`src/rtl/alu_share_arbiter_if.sv`:
```
// Request/response bundle for the shared execute-stage ALU: two requesters,
// one registered response slot and the condition-code output.
interface alu_share_arbiter_if #(
    parameter int WIDTH = 64
);
    logic             req0_valid;
    logic             req0_ready;
    logic [1:0]       req0_fun;
    logic [WIDTH-1:0] req0_a;
    logic [WIDTH-1:0] req0_b;
    logic             req0_set_cc;

    logic             req1_valid;
    logic             req1_ready;
    logic [1:0]       req1_fun;
    logic [WIDTH-1:0] req1_a;
    logic [WIDTH-1:0] req1_b;
    logic             req1_set_cc;

    logic             rsp_valid;
    logic             rsp_ready;
    logic             rsp_id;
    logic [WIDTH-1:0] rsp_valE;
    logic [2:0]       cc;

    modport master (
        output req0_valid, req0_fun, req0_a, req0_b, req0_set_cc,
        output req1_valid, req1_fun, req1_a, req1_b, req1_set_cc,
        output rsp_ready,
        input  req0_ready, req1_ready,
        input  rsp_valid, rsp_id, rsp_valE, cc
    );

    modport slave (
        input  req0_valid, req0_fun, req0_a, req0_b, req0_set_cc,
        input  req1_valid, req1_fun, req1_a, req1_b, req1_set_cc,
        input  rsp_ready,
        output req0_ready, req1_ready,
        output rsp_valid, rsp_id, rsp_valE, cc
    );
endinterface

```
`src/rtl/alu_share_arbiter.sv`:
```
// One 64-bit add/sub/and/xor ALU shared by two requesters with round-robin
// (or fixed) arbitration, a single registered response slot and Y86 {ZF,SF,OF}.
module alu_share_arbiter #(
    parameter int WIDTH     = 64,
    parameter int RR_ENABLE = 1
) (
    input  logic                clk,
    input  logic                reset,
    alu_share_arbiter_if.slave  bus
);
    localparam logic [1:0] FUN_ADD = 2'b00;
    localparam logic [1:0] FUN_SUB = 2'b01;
    localparam logic [1:0] FUN_AND = 2'b10;

    function automatic logic [WIDTH-1:0] alu_result(
        input logic [1:0]              fun,
        input logic signed [WIDTH-1:0] a,
        input logic signed [WIDTH-1:0] b
    );
        logic signed [WIDTH-1:0] r;
        case (fun)
            FUN_ADD: r = a + b;
            FUN_SUB: r = a - b;
            FUN_AND: r = a & b;
            default: r = a ^ b;
        endcase
        return r;
    endfunction

    // Overflow only exists for add/sub; logic ops always clear OF.
    function automatic logic [2:0] alu_flags(
        input logic [1:0]              fun,
        input logic signed [WIDTH-1:0] a,
        input logic signed [WIDTH-1:0] b,
        input logic signed [WIDTH-1:0] r
    );
        logic of;
        case (fun)
            FUN_ADD: of = (a[WIDTH-1] == b[WIDTH-1]) && (r[WIDTH-1] != a[WIDTH-1]);
            FUN_SUB: of = (a[WIDTH-1] != b[WIDTH-1]) && (r[WIDTH-1] != a[WIDTH-1]);
            default: of = 1'b0;
        endcase
        return {(r == '0), r[WIDTH-1], of};
    endfunction

    logic             rsp_valid_q, rsp_valid_d;
    logic             rsp_id_q, rsp_id_d;
    logic [WIDTH-1:0] rsp_valE_q, rsp_valE_d;
    logic [2:0]       cc_q, cc_d;
    logic             last_q, last_d;

    logic             slot_free;
    logic             grant0, grant1;
    logic             ready0, ready1;
    logic             xfer;
    logic             sel_id;
    logic [1:0]       sel_fun;
    logic signed [WIDTH-1:0] sel_a, sel_b;
    logic             sel_set_cc;
    logic [WIDTH-1:0] alu_r;

    // last_q = 1 means requester 1 won most recently, so requester 0 wins a tie.
    always_comb begin
        slot_free = !rsp_valid_q || bus.rsp_ready;
        grant1    = bus.req1_valid &&
                    (!bus.req0_valid || ((RR_ENABLE != 0) && !last_q));
        grant0    = bus.req0_valid && !grant1;
        ready0    = grant0 && slot_free && !reset;
        ready1    = grant1 && slot_free && !reset;
        xfer      = (bus.req0_valid && ready0) || (bus.req1_valid && ready1);
    end

    always_comb begin
        sel_id     = grant1;
        sel_fun    = bus.req0_fun;
        sel_a      = bus.req0_a;
        sel_b      = bus.req0_b;
        sel_set_cc = bus.req0_set_cc;
        if (grant1) begin
            sel_fun    = bus.req1_fun;
            sel_a      = bus.req1_a;
            sel_b      = bus.req1_b;
            sel_set_cc = bus.req1_set_cc;
        end
        alu_r = alu_result(sel_fun, sel_a, sel_b);
    end

    always_comb begin
        rsp_valid_d = rsp_valid_q;
        rsp_id_d    = rsp_id_q;
        rsp_valE_d  = rsp_valE_q;
        cc_d        = cc_q;
        last_d      = last_q;
        if (xfer) begin
            rsp_valid_d = 1'b1;
            rsp_id_d    = sel_id;
            rsp_valE_d  = alu_r;
            last_d      = sel_id;
            if (sel_set_cc) begin
                cc_d = alu_flags(sel_fun, sel_a, sel_b, alu_r);
            end
        end else if (rsp_valid_q && bus.rsp_ready) begin
            rsp_valid_d = 1'b0;
        end
    end

    // Response slot register boundary.
    always_ff @(posedge clk) begin
        if (reset) begin
            rsp_valid_q <= 1'b0;
            rsp_id_q    <= 1'b0;
            rsp_valE_q  <= '0;
            cc_q        <= 3'b100;
            last_q      <= 1'b1;
        end else begin
            rsp_valid_q <= rsp_valid_d;
            rsp_id_q    <= rsp_id_d;
            rsp_valE_q  <= rsp_valE_d;
            cc_q        <= cc_d;
            last_q      <= last_d;
        end
    end

    assign bus.req0_ready = ready0;
    assign bus.req1_ready = ready1;
    assign bus.rsp_valid  = rsp_valid_q;
    assign bus.rsp_id     = rsp_id_q;
    assign bus.rsp_valE   = rsp_valE_q;
    assign bus.cc         = cc_q;
endmodule

```
`src/flat_wrapper.sv`:
```
// flat-port wrapper written by rule: the top's interface ports become plain ports
module alu_share_arbiter_flat 
#(
    parameter int WIDTH     = 64,
    parameter int RR_ENABLE = 1
)
  (clk, reset, bus_req0_valid, bus_req0_fun, bus_req0_a, bus_req0_b, bus_req0_set_cc, bus_req1_valid, bus_req1_fun, bus_req1_a, bus_req1_b, bus_req1_set_cc, bus_rsp_ready, bus_req0_ready, bus_req1_ready, bus_rsp_valid, bus_rsp_id, bus_rsp_valE, bus_cc);
  alu_share_arbiter_if #(.WIDTH(WIDTH)) bus_i ();
  input  logic clk;
  input  logic reset;
  input wire logic [$bits(bus_i.req0_valid)-1:0] bus_req0_valid;
  input wire logic [$bits(bus_i.req0_fun)-1:0] bus_req0_fun;
  input wire logic [$bits(bus_i.req0_a)-1:0] bus_req0_a;
  input wire logic [$bits(bus_i.req0_b)-1:0] bus_req0_b;
  input wire logic [$bits(bus_i.req0_set_cc)-1:0] bus_req0_set_cc;
  input wire logic [$bits(bus_i.req1_valid)-1:0] bus_req1_valid;
  input wire logic [$bits(bus_i.req1_fun)-1:0] bus_req1_fun;
  input wire logic [$bits(bus_i.req1_a)-1:0] bus_req1_a;
  input wire logic [$bits(bus_i.req1_b)-1:0] bus_req1_b;
  input wire logic [$bits(bus_i.req1_set_cc)-1:0] bus_req1_set_cc;
  input wire logic [$bits(bus_i.rsp_ready)-1:0] bus_rsp_ready;
  output wire logic [$bits(bus_i.req0_ready)-1:0] bus_req0_ready;
  output wire logic [$bits(bus_i.req1_ready)-1:0] bus_req1_ready;
  output wire logic [$bits(bus_i.rsp_valid)-1:0] bus_rsp_valid;
  output wire logic [$bits(bus_i.rsp_id)-1:0] bus_rsp_id;
  output wire logic [$bits(bus_i.rsp_valE)-1:0] bus_rsp_valE;
  output wire logic [$bits(bus_i.cc)-1:0] bus_cc;
  assign bus_i.req0_valid = bus_req0_valid;
  assign bus_i.req0_fun = bus_req0_fun;
  assign bus_i.req0_a = bus_req0_a;
  assign bus_i.req0_b = bus_req0_b;
  assign bus_i.req0_set_cc = bus_req0_set_cc;
  assign bus_i.req1_valid = bus_req1_valid;
  assign bus_i.req1_fun = bus_req1_fun;
  assign bus_i.req1_a = bus_req1_a;
  assign bus_i.req1_b = bus_req1_b;
  assign bus_i.req1_set_cc = bus_req1_set_cc;
  assign bus_i.rsp_ready = bus_rsp_ready;
  assign bus_req0_ready = bus_i.req0_ready;
  assign bus_req1_ready = bus_i.req1_ready;
  assign bus_rsp_valid = bus_i.rsp_valid;
  assign bus_rsp_id = bus_i.rsp_id;
  assign bus_rsp_valE = bus_i.rsp_valE;
  assign bus_cc = bus_i.cc;
  alu_share_arbiter #(.WIDTH(WIDTH), .RR_ENABLE(RR_ENABLE)) u_core (.clk(clk), .reset(reset), .bus(bus_i));
endmodule
```
`config.mk`:
```
export PLATFORM = sky130hd
export DESIGN_NAME = alu_share_arbiter_flat
export DESIGN_NICKNAME = d
export VERILOG_FILES = /design/src/rtl/alu_share_arbiter_if.sv /design/src/rtl/alu_share_arbiter.sv /design/src/flat_wrapper.sv
export SDC_FILE = /design/constraint.sdc
export NUM_CORES = 1
export LEC_CHECK = 0
export ABC_CLOCK_PERIOD_IN_PS = 8460
export CAP_MARGIN = 10
export CORE_UTILIZATION = 30
export CTS_CLUSTER_DIAMETER = 50
export DETAILED_ROUTE_END_ITERATION = 10
export PLACE_DENSITY = 0.58
export SETUP_SLACK_MARGIN = 0.02
export SYNTH_ARGS = -nofsm -noshare
export SYNTH_HDL_FRONTEND = slang
export SYNTH_SLANG_ARGS = --single-unit
```
`constraint.sdc`:
```
create_clock -name clk -period 8.46 [get_ports clk]
set_input_delay 1.269 -clock clk [delete_from_list [all_inputs] [get_ports clk]]
set_output_delay 1.269 -clock clk [all_outputs]
set_load 0.1 [all_outputs]
```
==> results of run 1 <==
cells in the final DEF, fill, tap and decap left out, types with 6 or more instances in the layout:
master and instances:
nand2_1 526, clkdlybuf4s50_1 336, a21oi_1 184, nor2_1 168, ha_1 127, xnor2_1 72, dfxtp_1 70, nor3_1 65
o21ai_0 61, inv_1 56, mux2i_1 50, nand3_1 42, buf_4 40, nand4_1 39, xor2_1 36, a211oi_1 29
a31oi_1 22, a21o_1 19, and3_1 18, nor4_1 17, o21bai_1 14, o211ai_1 12, or3_1 11, o31ai_1 11
and2_1 10, o21ai_1 10, nand2b_1 10, o21a_1 10, clkbuf_16 9, nor2b_1 8, a311oi_1 8, mux2_2 6
or4_1 6
flip-flops by register name, indices dropped and copies added, names as in the netlist:
name and flops:
u_core.bus.rsp_valid 1, u_core.last_q 1, u_core.bus.cc 3, u_core.bus.rsp_id 1
u_core.bus.rsp_valE 64
tightest hold or removal path, delay by kind of cell, from the launching register on:
| kind | cells | cell delay [ps] |
|---|---|---|
| compound gates | 1 | 50 |
| flops | 1 | 310 |
| simple gates | 1 | 50 |
report_power, final:
part	total (mW)	internal, mW	switching, mW
clock	0.443	0.289	0.153
sequential	0.390	0.368	0.0217
combinational	2.15	0.746	1.40
total	2.98	1.40	1.58
cells by family after synthesis:
logic type               after synthesis  share of synthesized area, %
AO/OA/AOI/OAI                        460                          23.9
XOR/XNOR                             108                          7.45
adder cells (fa/ha/maj)              128                          12.7
buffers and inverters                183                          6.97
flip-flops                            70                          11.0
multiplexers                          61                          4.97
AND/OR/NAND/NOR                      953                          33.0
final cells by class:
type / count / share of cell area, %
Inverter: 56 / 1.25
Multi-Input combinational cell: 1710 / 62.3
Clock buffer: 9 / 1.34
Tap cell: 539 / 4.02
Timing Repair Buffer: 378 / 22.0
Sequential cell: 70 / 8.35
Clock inverter: 7 / 0.723
through the flow:
step	power, mW	hold WS, ps	setup slack [ps]	utilization (%)
after floorplan	1.86	500	1350	-
after global placement	2.53	445	357	39.3
after detailed placement	2.53	447	259	39.3
after CTS	2.99	455	613	40.1
after global routing	3.19	477	39.7	40.1
final	2.98	453	536	40.1
metal layers:
metal / GRT usage [%] / vias to the layer above / wire, µm
met1: 26.7 / 7040 / 21700
met2: 50.7 / 445 / 30100
met3: 3.04 / 119 / 2160
li1: - / 7430 / -
met4: 15.7 / 0 / 3820
met5: 0 / - / 0
path summary, 6_finish.rpt:
path                                           endpoint  cells after the start  slack, ps
worst max-delay path                   u_core.bus.cc[2]                     24        540
worst min-delay path            u_core.bus.rsp_valE[48]                      2        450
worst max register to register         u_core.bus.cc[2]                     23       1760
worst min register to register  u_core.bus.rsp_valE[48]                      2        450
==> run summary, run 1 <==
The run finished with clean final reports. The CTS root buffer is clkbuf_16. Among cell families on the critical path, the largest total delay comes from simple AND/OR/NAND/NOR gates. At the end of routability-driven placement, the weighted congestion stood at 0.930. Of all nets on the critical path, the largest fanout is 10. The run gives 0 as the number of antenna diodes.

The commonest cells after synthesis are nand2_1, a21oi_1, nor2_1. The startpoint identified for the worst register-to-register timing path is u_core.last_q. Once layout is done, the placed cells without fillers occupy 0.0168 mm². Yosys mapped the design onto 103 distinct sky130hd cell types. Once placement finished, the instance area stood at 0.0164 mm². After synthesis the netlist holds a flip-flop and latch count of 70. The area share of the largest cell type after synthesis was 15.5%. The number of global-route vias before repair was 15300; the die boundary width was 208 µm.

For this run, the top clock speed supported by timing is 126 MHz. Across every metal layer, demand over resource in global routing totals 26.2%. For this block, the routed nets add up to 57800 µm of wire. The source-to-sink clock delay at the later pin of the worst-skew pair is 350 ps.

Once the clock tree was built, the resizer swapped 0 gates to a different size. The slew at the pin closest to its max-slew limit came out at 1040 ps. After synthesis, flip-flops and latches occupy 11.0% of the total area.

After routing, the total negative slack on setup checks comes to 0 ps. For this run, the slowest stage of the critical path takes 690 ps. The synthesized design contains 0 enable-type register cells. The routed layout has 15000 vias. The tools report the die footprint as 0.0432 mm².

Tracing the worst setup path back leads to its startpoint at bus_req0_valid. The predominant post-synthesis flop cell is dfxtp_1. Walking the worst path, the cells encountered are clkdlybuf4s50_1 > a21boi_4 > nand4_1 > a211oi_4 > nand4_1 > nor3b_2 > and2_1 > nand4_1 > nor4_2 > a21oi_1 > xnor2_1 > ha_1 > a21oi_1 > o21ai_0 > a31oi_1 > nand3_1 > or4b_2 > nand3_1 > o2111ai_1 > nor4_1 > nand4_1 > or4_1 > a2111o_1 > nand2_1.

Summed over all instances, the cell type with the most area after synthesis is nand2_1. The startpoint of the worst hold path was u_core.bus.rsp_valE[48]. The total I/O pin count was 338; the count of placed standard cells in the final layout, fillers left out was 2769. STA classifies the critical path endpoint as a flip-flop. Dividing total power by cell area gives a power density of 178 mW/mm². The clock period minus worst slack is 7920 ps. The fraction of final layout cells sized beyond drive strength 1 is 5.34%, and the average wire per standard cell is 20.9 µm. The number of buffer cells added on primary ports was 337; the number of cells in the design after placement was 2753.

The remaining antenna violation count after routing came out at 0. The number of buffers and inverters on the critical path is 1. For the core footprint, the log shows 0.0419 mm². STA classifies the critical path startpoint as an input port. Entering global routing, the biggest net connects 76 pins. Setup violations remaining at the end of the flow were counted as 0. The wire-length estimate of the detail-placed layout is 48200 µm.

For this configuration, the core starts out at a cell density of 30.3%. By instance count, the leading cell after synthesis is nand2_1. The first-pass detailed-route iteration total is 5. The static power due to leakage is 7.17 nW.

After detailed routing, the number of remaining DRC violations is 0. The min-delay analysis places its worst path in the category flip-flop to flip-flop. The die is 208 µm tall. The total of warnings raised by yosys is 0. Number of instances in the synthesized netlist: 1963.

The CTS clock-pin slew for the worst setup and hold paths is 60 ps. The H-tree was split into 3 levels. Fraction of registers with async set or reset after synthesis: 0%.

The highest ir drop seen on vdd is 0.000133 V, and the starting DRC count in detailed routing is 874. Dividing the final minimum period by the clock period gives 93.7%. The initial antenna violation count is 0, and the wire length of the first global-routing pass is 87200 µm. When the netlist entered floorplanning its net count stood at 2358. Measured against its own limit, the worst slew margin works out to 28.4%.

The most prevalent standard cell on the critical path was nand4_1. The number of slew-limit violations in the final report came out at 0. Buffers inserted during clock tree synthesis total 9.

Buffers inserted to repair hold after CTS numbered 0. Yosys attributes the largest share of cell area to nand2_1, ha_1, dfxtp_1, a21oi_1, nor2_1. The tool flagged a number of max-cap violations equal to 0. The synthesis-to-finish area growth is 32.2%.

The critical path in this run is classified as input port to flip-flop. For the worst setup path, the data required time is 8750 ps. The final layout contains 2620 nets. The longest clock path from root to sink contains 2 buffers. The tools report the number of failing hold endpoints at the final stage as 0. Library cell contributing the largest single delay on the critical path: or4b_2. The cell area that synthesis handed to floorplanning was 0.0127 mm².

On the final layout, the worst clock skew is 6.89 ps. After synthesis, the mean cell area works out to 6.47 µm². The sequential cells in the finished layout cover a total of 0.00140 mm².

The tools report the number of clock sinks seen by CTS as 70. The average via count per standard cell came out at 5.43. The post-CTS repair timing setup buffer count came out at 0. Setup repair after global routing left no endpoint under its margin. TritonCTS built the clock tree. The filler cells instantiated in the layout total 4542.

The area taken by multi-input logic gates was 0.0105 mm². After global routing the overflow that remains totals 0. STA puts the critical path data arrival time at 8210 ps.

The number of rows created at floorplan was 75.
Note: power is estimated with default switching activity, not from simulation.
==> run 2, diff against run 1 <==
- CTS_BUF_LIST: not set -> sky130_fd_sc_hd__clkbuf_8
==> run 2 against run 1 <==
Global-route usage about the same. Total power fell by 3.4%. Setup slack improved by 47 ps. First-iteration DRC count rose by 5.5%. Combinational power is essentially flat. Highest routed layer unchanged. Die area unchanged. Clock skew increased by 5.3 ps. Sequential power about the same. Non-clock buffer count unchanged. Cell area shrank 0.60%. Register-to-register slack improved by 20 ps. Critical endpoint unchanged. Via count grew 0.30%.
==> run summary, run 2 (synthesized netlist as in run 1, its figures left out) <==
The internal power of the cells totals 1.31 mW. The run finished with clean final reports. The number of slew-limit violations in the final report is 0.

The library cells used most frequently in the layout, excluding fill and tap cells, are nand2_1, clkdlybuf4s50_1, a21oi_1. Timing would allow up to 127 MHz. The source-to-sink clock delay at the later pin of the worst-skew pair is 380 ps. The logs give 922 for the starting DRC count in detailed routing and 26.2% for the global-route total usage across every layer.

The die boundary width works out to 208 µm. After detailed routing, the number of remaining DRC violations is 0. Dividing the final minimum period by the clock period gives 93.1%.

In this run the static leakage power is 7.12 nW. The number of flip-flops in the largest register works out to 64. Global routing finished with a remaining overflow of 0. Buffers added to address setup during post-CTS repair amount to 0.

The tools report the number of failing hold endpoints at the final stage as 0. The average wire per standard cell is 20.9 µm, and the number of rows created at floorplan is 75. STA classifies the critical path startpoint as an input port. Number of nets in the finished design: 2620. Entering global routing, the biggest net connects 76 pins. The clock skew is 12.1 ps, and the first-pass detailed-route iteration total is 5. The logs give 0 for the initial antenna violation count and 0 for the number of buffers inserted by hold repair at cts. 0 antenna diodes ended up in the layout.

The path class of the tightest hold or removal check is flip-flop to flip-flop. At the end of the flow the core is filled with cells to 39.9%. The tools report the net switching component of the power as 1.57 mW. The number of clock sinks seen by CTS came out at 70. The kind of critical path is input port to flip-flop. During placement, the flow inserted port buffers numbering 337. After layout, the design draws a total of 2.88 mW.

At the pin with the least slew margin, the transition time is 1100 ps. For this design the top-level I/O count stands at 338. The logic gate share of total power is 74.7%. The final route contains 15100 vias.

Dividing total power by cell area gives a power density of 173 mW/mm². The core region is 0.0419 mm². Across all hold checks on the routed design, the worst slack comes to 455 ps.

The run gives 584 ps as the final worst slack. For the part of the power in registers, the log shows 13.5%. Leaving out fill and tap cells, the most frequent cell in the layout is nand2_1. The run gives 9 as the number of buffers added by the clock tree synthesis step.

From bottom edge to top edge, the die measures 208 µm. Measured against its own limit, the worst slew margin works out to 24.4%. The arrival time at the worst endpoint is 8190 ps, and the maximum buffer depth of the clock tree is 2. The tool flagged a number of max-cap violations equal to 0. The total wire length after detailed routing was 57900 µm; the remaining antenna violation count after routing was 0. The tools report the HPWL after detailed placement as 48200 µm. The total of cells resized after clock tree synthesis is 0. Clock tree synthesis selected as its root buffer the cell clkbuf_8.

Data on the critical path is required at its endpoint by 8780 ps. The post-route netlist has 5.34% of its cells at a drive strength greater than 1. Subtracting the final worst setup slack from the clock period gives 7880 ps. The initial utilization of the core area, before any placement, comes to 30.3%.

The run gives 15300 as the number of global-route vias before repair. The capturing element type of the critical path is a flip-flop. TritonCTS built the clock tree.

From synthesis to final layout, the design area changed by 31.4%. At the end of routability-driven placement, the weighted congestion stood at 0.930. The H-tree was split into 3 levels.

The die covers 0.0432 mm². The CTS clock-pin slew for the worst setup and hold paths was 80 ps; the setup slack at placement was 259 ps. Of all nets on the critical path, the largest fanout is 10. The first global-routing pass estimated 87200 µm of wire.

The average via count per standard cell works out to 5.45. The worst-case IR drop observed on VDD is 0.000106 V. Setup TNS: 0 ps. Setup repair after global routing left no endpoint under its margin. For the number of setup violations in the final report, the log shows 0.

The fraction of power consumed by the clock network was 11.8%. The switching part of the total works out to 54.5%.
run 2: cell counts in the layout (fill, tap and decap cells not counted):
Identical to the previous run, type by type.
run 2: critical path, cell delays in order:
cell	delay, ps
clkdlybuf4s50_1	590
a21boi_4	490
nand4_1	270
a211oi_4	370
nand4_1	290
nor3b_2	250
and2_1	240
nand4_1	210
nor4_2	370
a21oi_1	160
xnor2_1	160
ha_1	430
a21oi_1	220
o21ai_0	160
a31oi_1	200
nand3_1	160
or4b_2	700
nand3_1	150
o2111ai_1	110
nor4_1	240
nand4_1	200
or4_1	470
a2111o_1	400
nand2_1	60
run 2: final timing paths:
path,start,to,slack [ps],cells after the start
hold / removal,u_core.bus.rsp_valE[52],u_core.bus.rsp_valE[52],460,2
hold reg to reg,u_core.bus.rsp_valE[52],u_core.bus.rsp_valE[52],460,2
setup reg to reg,u_core.last_q,u_core.bus.cc[2],1780,23
setup / recovery,bus_req0_valid,u_core.bus.cc[2],580,24
run 2: through the flow:
stage | std cells | instance area (µm²)
after floorplan | 1963 | 12700
after global placement | 2753 | 16400
after detailed placement | 2753 | 16400
after CTS | 2769 | 16700
after global routing | 2769 | 16700
final | 2769 | 16700
run 2: area by class of cell:
type,count,area [µm²]
clock inverters,7,121
well taps,539,674
flip-flops and latches,70,1400
inverters,56,210
repair buffers,378,3690
fillers,4559,25200
multi-input cells,1710,10500
clock buffers,9,124
run 2: metal layers:
metal	vias up	routed length (µm)	global-route usage (%)
met3	122	2400	3.09
li1	7436	-	-
met1	7026	21500	26.8
met4	0	3820	15.4
met2	495	30200	50.6
met5	-	0	0
run 2: power groups by stage:
stage	clock, mW	sequential [mW]	combinational (mW)
3_5_place_dp	0	0.398	2.14
4_1_cts	0.349	0.390	2.15
2_1_floorplan	0	0.662	1.20
6_report	0.339	0.389	2.15
3_3_place_gp	0	0.397	2.14
5_1_grt	0.363	0.394	2.32
==> run 3, diff against run 2 <==
- CTS_CLUSTER_DIAMETER: 50 -> not set
==> results of run 3 <==
Same layout as run 2: the final DEF is identical, and so are final timing and power.
==> patch 1 (config.mk and constraints of run 3) <==
`WIDTH` is set to 64 in 3 places; all go to 32.
--- a/src/rtl/alu_share_arbiter_if.sv
+++ b/src/rtl/alu_share_arbiter_if.sv
@@ -1,7 +1,7 @@
 // Request/response bundle for the shared execute-stage ALU: two requesters,
 // one registered response slot and the condition-code output.
 interface alu_share_arbiter_if #(
-    parameter int WIDTH = 64
+    parameter int WIDTH = 32
 );
     logic             req0_valid;
     logic             req0_ready;
--- a/src/rtl/alu_share_arbiter.sv
+++ b/src/rtl/alu_share_arbiter.sv
@@ -1,7 +1,7 @@
 // One 64-bit add/sub/and/xor ALU shared by two requesters with round-robin
 // (or fixed) arbitration, a single registered response slot and Y86 {ZF,SF,OF}.
 module alu_share_arbiter #(
-    parameter int WIDTH     = 64,
+    parameter int WIDTH     = 32,
     parameter int RR_ENABLE = 1
 ) (
     input  logic                clk,
--- a/src/flat_wrapper.sv
+++ b/src/flat_wrapper.sv
@@ -1,7 +1,7 @@
 // flat-port wrapper written by rule: the top's interface ports become plain ports
 module alu_share_arbiter_flat 
 #(
-    parameter int WIDTH     = 64,
+    parameter int WIDTH     = 32,
     parameter int RR_ENABLE = 1
 )
   (clk, reset, bus_req0_valid, bus_req0_fun, bus_req0_a, bus_req0_b, bus_req0_set_cc, bus_req1_valid, bus_req1_fun, bus_req1_a, bus_req1_b, bus_req1_set_cc, bus_rsp_ready, bus_req0_ready, bus_req1_ready, bus_rsp_valid, bus_rsp_id, bus_rsp_valE, bus_cc);
Interface: changed (5 resized); port bits go from 338 to 178. No check against the original RTL was run, so the function may have changed too.
==> patch 1 against run 3 <==
Non-clock buffer count decreased by 192. Area after synthesis decreased by 51%. Power decreased by 55%. Wire length decreased by 63%. Sequential cell count decreased by 32. Core utilization increased by 0.93 points. Final area decreased by 50%. Register-to-register slack improved by 0.87 ns. Setup slack improved by 0.91 ns. Critical path type unchanged. Largest power group unchanged. Highest routed layer unchanged.
==> patch 1: results (changes against run 3) <==
stage;metric;value;unit;change
sta;hold_slack;0.4571;ns;+0.001853 ns
detailed_routing;wl_met2;8973;um;-70%
logic_synthesis;ys_top_cells_by_area;nand2_1 14%, ha_1 13%, dfxtp_1 12%;;
finish;largest_register_ffs;32;;-50%
critical_path;rrSetupSlack;2.65;ns;+0.87 ns
detailed_routing;met3_length;1202;um;-50%
logic_synthesis;synthTopCellsByCount;236 x nand2_1, 81 x a21oi_1, 76 x nor2_1, 63 x ha_1, 42 x xnor2_1;;
critical_path;cp_max_fo;49;;+39
placement;placed_area;8204;um2;-50%
min_path;hold_start;u_core.bus.rsp_valE[5]$_SDFFE_PP0P_;;
power_and_ir_drop;powerComb;0.965;mW;-55%
global_routing;grt_max_degree;51;;-33%
finish;nets;1288;;-51%
clock_tree;clk_latency;0.29;ns;-0.09 ns
power_and_ir_drop;p_leak;3.498;nW;-51%
detailed_routing;wl_met1;11370;um;-47%
critical_path;cpMaxStageDelayCell;nor4_1;;
global_routing;met2_usage;0.3029;;-0.2035
detailed_routing;drt_wl_total;21670;um;-63%
clock_tree;h-tree-depth;2;;-1
min_path;min_to;u_core.bus.rsp_valE[5]$_SDFFE_PP0P_;;
logic_synthesis;synthMuxAreaShare;0.06400;;+0.01425
outcome;status;finished clean;;
power_and_ir_drop;irDropWorstVdd;0.00006758;V;-36%
power_and_ir_drop;power.total;1.292;mW;-55%
patch 1: cell count changes after synthesis, moves of 26 or more:
cell	delta
nand2_1	-290
a21oi_1	-103
nor2_1	-93
ha_1	-64
nor3_1	-37
o21ai_0	-33
dfxtp_1	-32
nand4_1	-31
xnor2_1	-30
clkbuf_1	-27
inv_1	-26
patch 1: area by class of cell:
class | count | area, um2
clock inverters | 2 | 10.01
fillers | 2194 | 12020
flip-flops and latches | 38 | 760.7
well taps | 270 | 337.8
multi-input cells | 824 | 5154
clock buffers | 5 | 68.82
repair buffers | 186 | 1839
inverters | 30 | 112.6
patch 1: worst register-to-register path, cell delays in order, from the launching register on:
cell,delay [ns]
dfxtp_1,0.42
a21bo_4,0.44
buf_4,0.57
mux2i_1,0.22
nor4_1,0.60
and3_1,0.29
a21oi_1,0.21
xnor2_1,0.19
ha_1,0.43
and3_1,0.27
a311oi_1,0.43
o211ai_1,0.22
xnor2_1,0.19
o21ai_0,0.15
or4_1,0.55
nor4_1,0.34
nand4b_1,0.15
nand2_1,0.09
==> patch 2 (settings of run 3) <==
Without the edit above. Reset style: asynchronous (`reset`), changed in one clocked block.
--- a/src/rtl/alu_share_arbiter.sv
+++ b/src/rtl/alu_share_arbiter.sv
@@ -105,7 +105,7 @@
     end
 
     // Response slot register boundary.
-    always_ff @(posedge clk) begin
+    always_ff @(posedge clk or posedge reset) begin
         if (reset) begin
             rsp_valid_q <= 1'b0;
             rsp_id_q    <= 1'b0;
Formal check against the unedited RTL: differs if reset is asserted again (counterexample within 4 cycles, from zero or initial values and one cycle with reset high); with reset held inactive, the same outputs for 4 cycles.
==> patch 2 against run 3 <==
Area after synthesis shrank 3.5%. Core utilization grew 1.1 points. Register-to-register slack lost 0.13 ns. Final area shrank 1.7%. Critical path depth is the same. Setup slack gained 0.051 ns. Power grew 48%. Wire length shrank 9.4%. Clock skew grew 0.0080 ns. Sequential cell count is the same. Highest routed layer unchanged.
==> patch 2: results (changes against run 3) <==
stage;metric;value;unit;change
critical_path;max_stage_delay;0.77;ns;+0.07 ns
finish;nets;2546;;-2.8%
logic_synthesis;synth_flop_cell;dfrtp_1;;
logic_synthesis;async_flop_share;1.000;;+1.000
global_routing;grt_use_total;0.2456;;-0.01611
min_path;hold_start;u_core.bus.cc[0]$_DFFE_PP0P_;;
logic_synthesis;synth_top_area_share;0.1743;;+0.01884
logic_synthesis;ys_top_cells_by_area;nand2_1 17%, dfrtp_1 14%, ha_1 13%;;
critical_path;r2r_end;u_core.bus.cc[2]$_DFFE_PP1P_;;
critical_path;crit_family;compound AO/OA/AOI/OAI gates;;
placement;place_congestion;0.9377;;+0.88%
min_path;hold_depth;2;;unchanged
finish;drive_gt1_frac;0.04314;;-0.01023
logic_synthesis;synth_nets;2263;;-4.0%
global_routing;grt_max_degree;75;;-1.3%
logic_synthesis;seq_area_frac_synth;0.1431;;+0.03281
detailed_routing;drt_iter0_markers;913;;-0.98%
min_path;min_to;u_core.bus.cc[0]$_DFFE_PP0P_;;
critical_path;rrSetupSlack;1.65;ns;-0.13 ns
critical_path;r2r-start;u_core.last_q$_DFFE_PP1P_;;
sta;finClkSkew;0.02014;ns;+0.007985 ns
detailed_routing;vias;14530;;-3.6%
global_routing;grt_pass1_wl;80440;um;-7.7%
finish;fillers;4256;;-6.6%
outcome;status;finished clean;;
detailed_routing;routedWlPerCell;19.56;um;-6.4%
power_and_ir_drop;irDropWorstVdd;0.0003220;V;+210%
logic_synthesis;synthXorXnorAreaFrac;0.07505;;+0.0005705
logic_synthesis;synthMuxAreaShare;0.06494;;+0.01519
[patch 2: layer usage]
layer / up-vias / GRT usage / wire (um) / part of all wire
met3: 53 / 0.01849 / 2578 / 0.049
met2: 482 / 0.4295 / 24890 / 0.47
li1: 7149 / - / - / -
met5: - / 0 / 0 / 0
met1: 6849 / 0.3222 / 23690 / 0.45
met4: 0 / 0.06610 / 1286 / 0.025
[patch 2: worst min-delay path, cell delays in order, from the launching register on]
cell and delay, ns:
dfrtp_1 0.34, nand2_1 0.06, o41ai_2 0.05
[patch 2: what timing repair did]
| action | in CTS | in global routing |
|---|---|---|
| gates resized for setup | 0 | 2 |
| endpoints found under the setup margin | 0 | 1 |
| hold endpoints to repair | 0 | 0 |
[patch 2: kinds of logic after synthesis]
group / Yosys count
buffers and inverters: 143
adders and majority gates: 128
and+or+nand+nor: 902
AOI/OAI and AO/OA: 443
muxes: 77
DFF: 70
xor gates and xnor gates: 105
[patch 2: cell type report]
class	count	area, um2	share of cell area
clock inverters	7	73.82	0.004499
inverters	46	173.9	0.01060
flip-flops and latches	70	1754	0.1069
well taps	525	656.9	0.04003
clock buffers	9	123.9	0.007549
repair buffers	369	3626	0.2210
multi-input cells	1655	10000	0.6095
[patch 2: power breakdown]
part           switching (mW)  internal (mW)  total (mW)
registers              0.0875          0.466       0.553
clock network           0.150          0.137       0.287
logic                    2.38           1.03        3.41
[patch 2: worst max-delay path by stage]
| stage | startpoint | endpoint | slack, ns |
|---|---|---|---|
| global placement | bus_req0_valid | u_core.bus.cc[2]$_DFFE_PP1P_ | 0.38 |
| global route | bus_req0_valid | u_core.bus.cc[2]$_DFFE_PP1P_ | 0.19 |
| detailed placement | bus_req0_valid | u_core.bus.cc[2]$_DFFE_PP1P_ | 0.18 |
| finish | bus_req0_valid | u_core.bus.cc[2]$_DFFE_PP1P_ | 0.63 |
| CTS | bus_req0_valid | u_core.bus.cc[2]$_DFFE_PP1P_ | 0.56 |
| floorplan | bus_req1_valid | u_core.bus.cc[2]$_DFFE_PP1P_ | 1.30 |
[patch 2: stage by stage]
step           total power, mW  hold WS, ns  instance area (um2)  std cells    util
3_5_place_dp             3.937       0.4707                16210       2665  0.4052
3_3_place_gp             3.935       0.4644                16210       2665  0.4052
2_1_floorplan            2.917       0.5097                12250       1868       -
4_1_cts                  4.249       0.4857                16410       2681  0.4101
5_1_grt                  4.524       0.5093                16410       2681  0.4102
6_report                 4.251       0.4830                16410       2681  0.4102
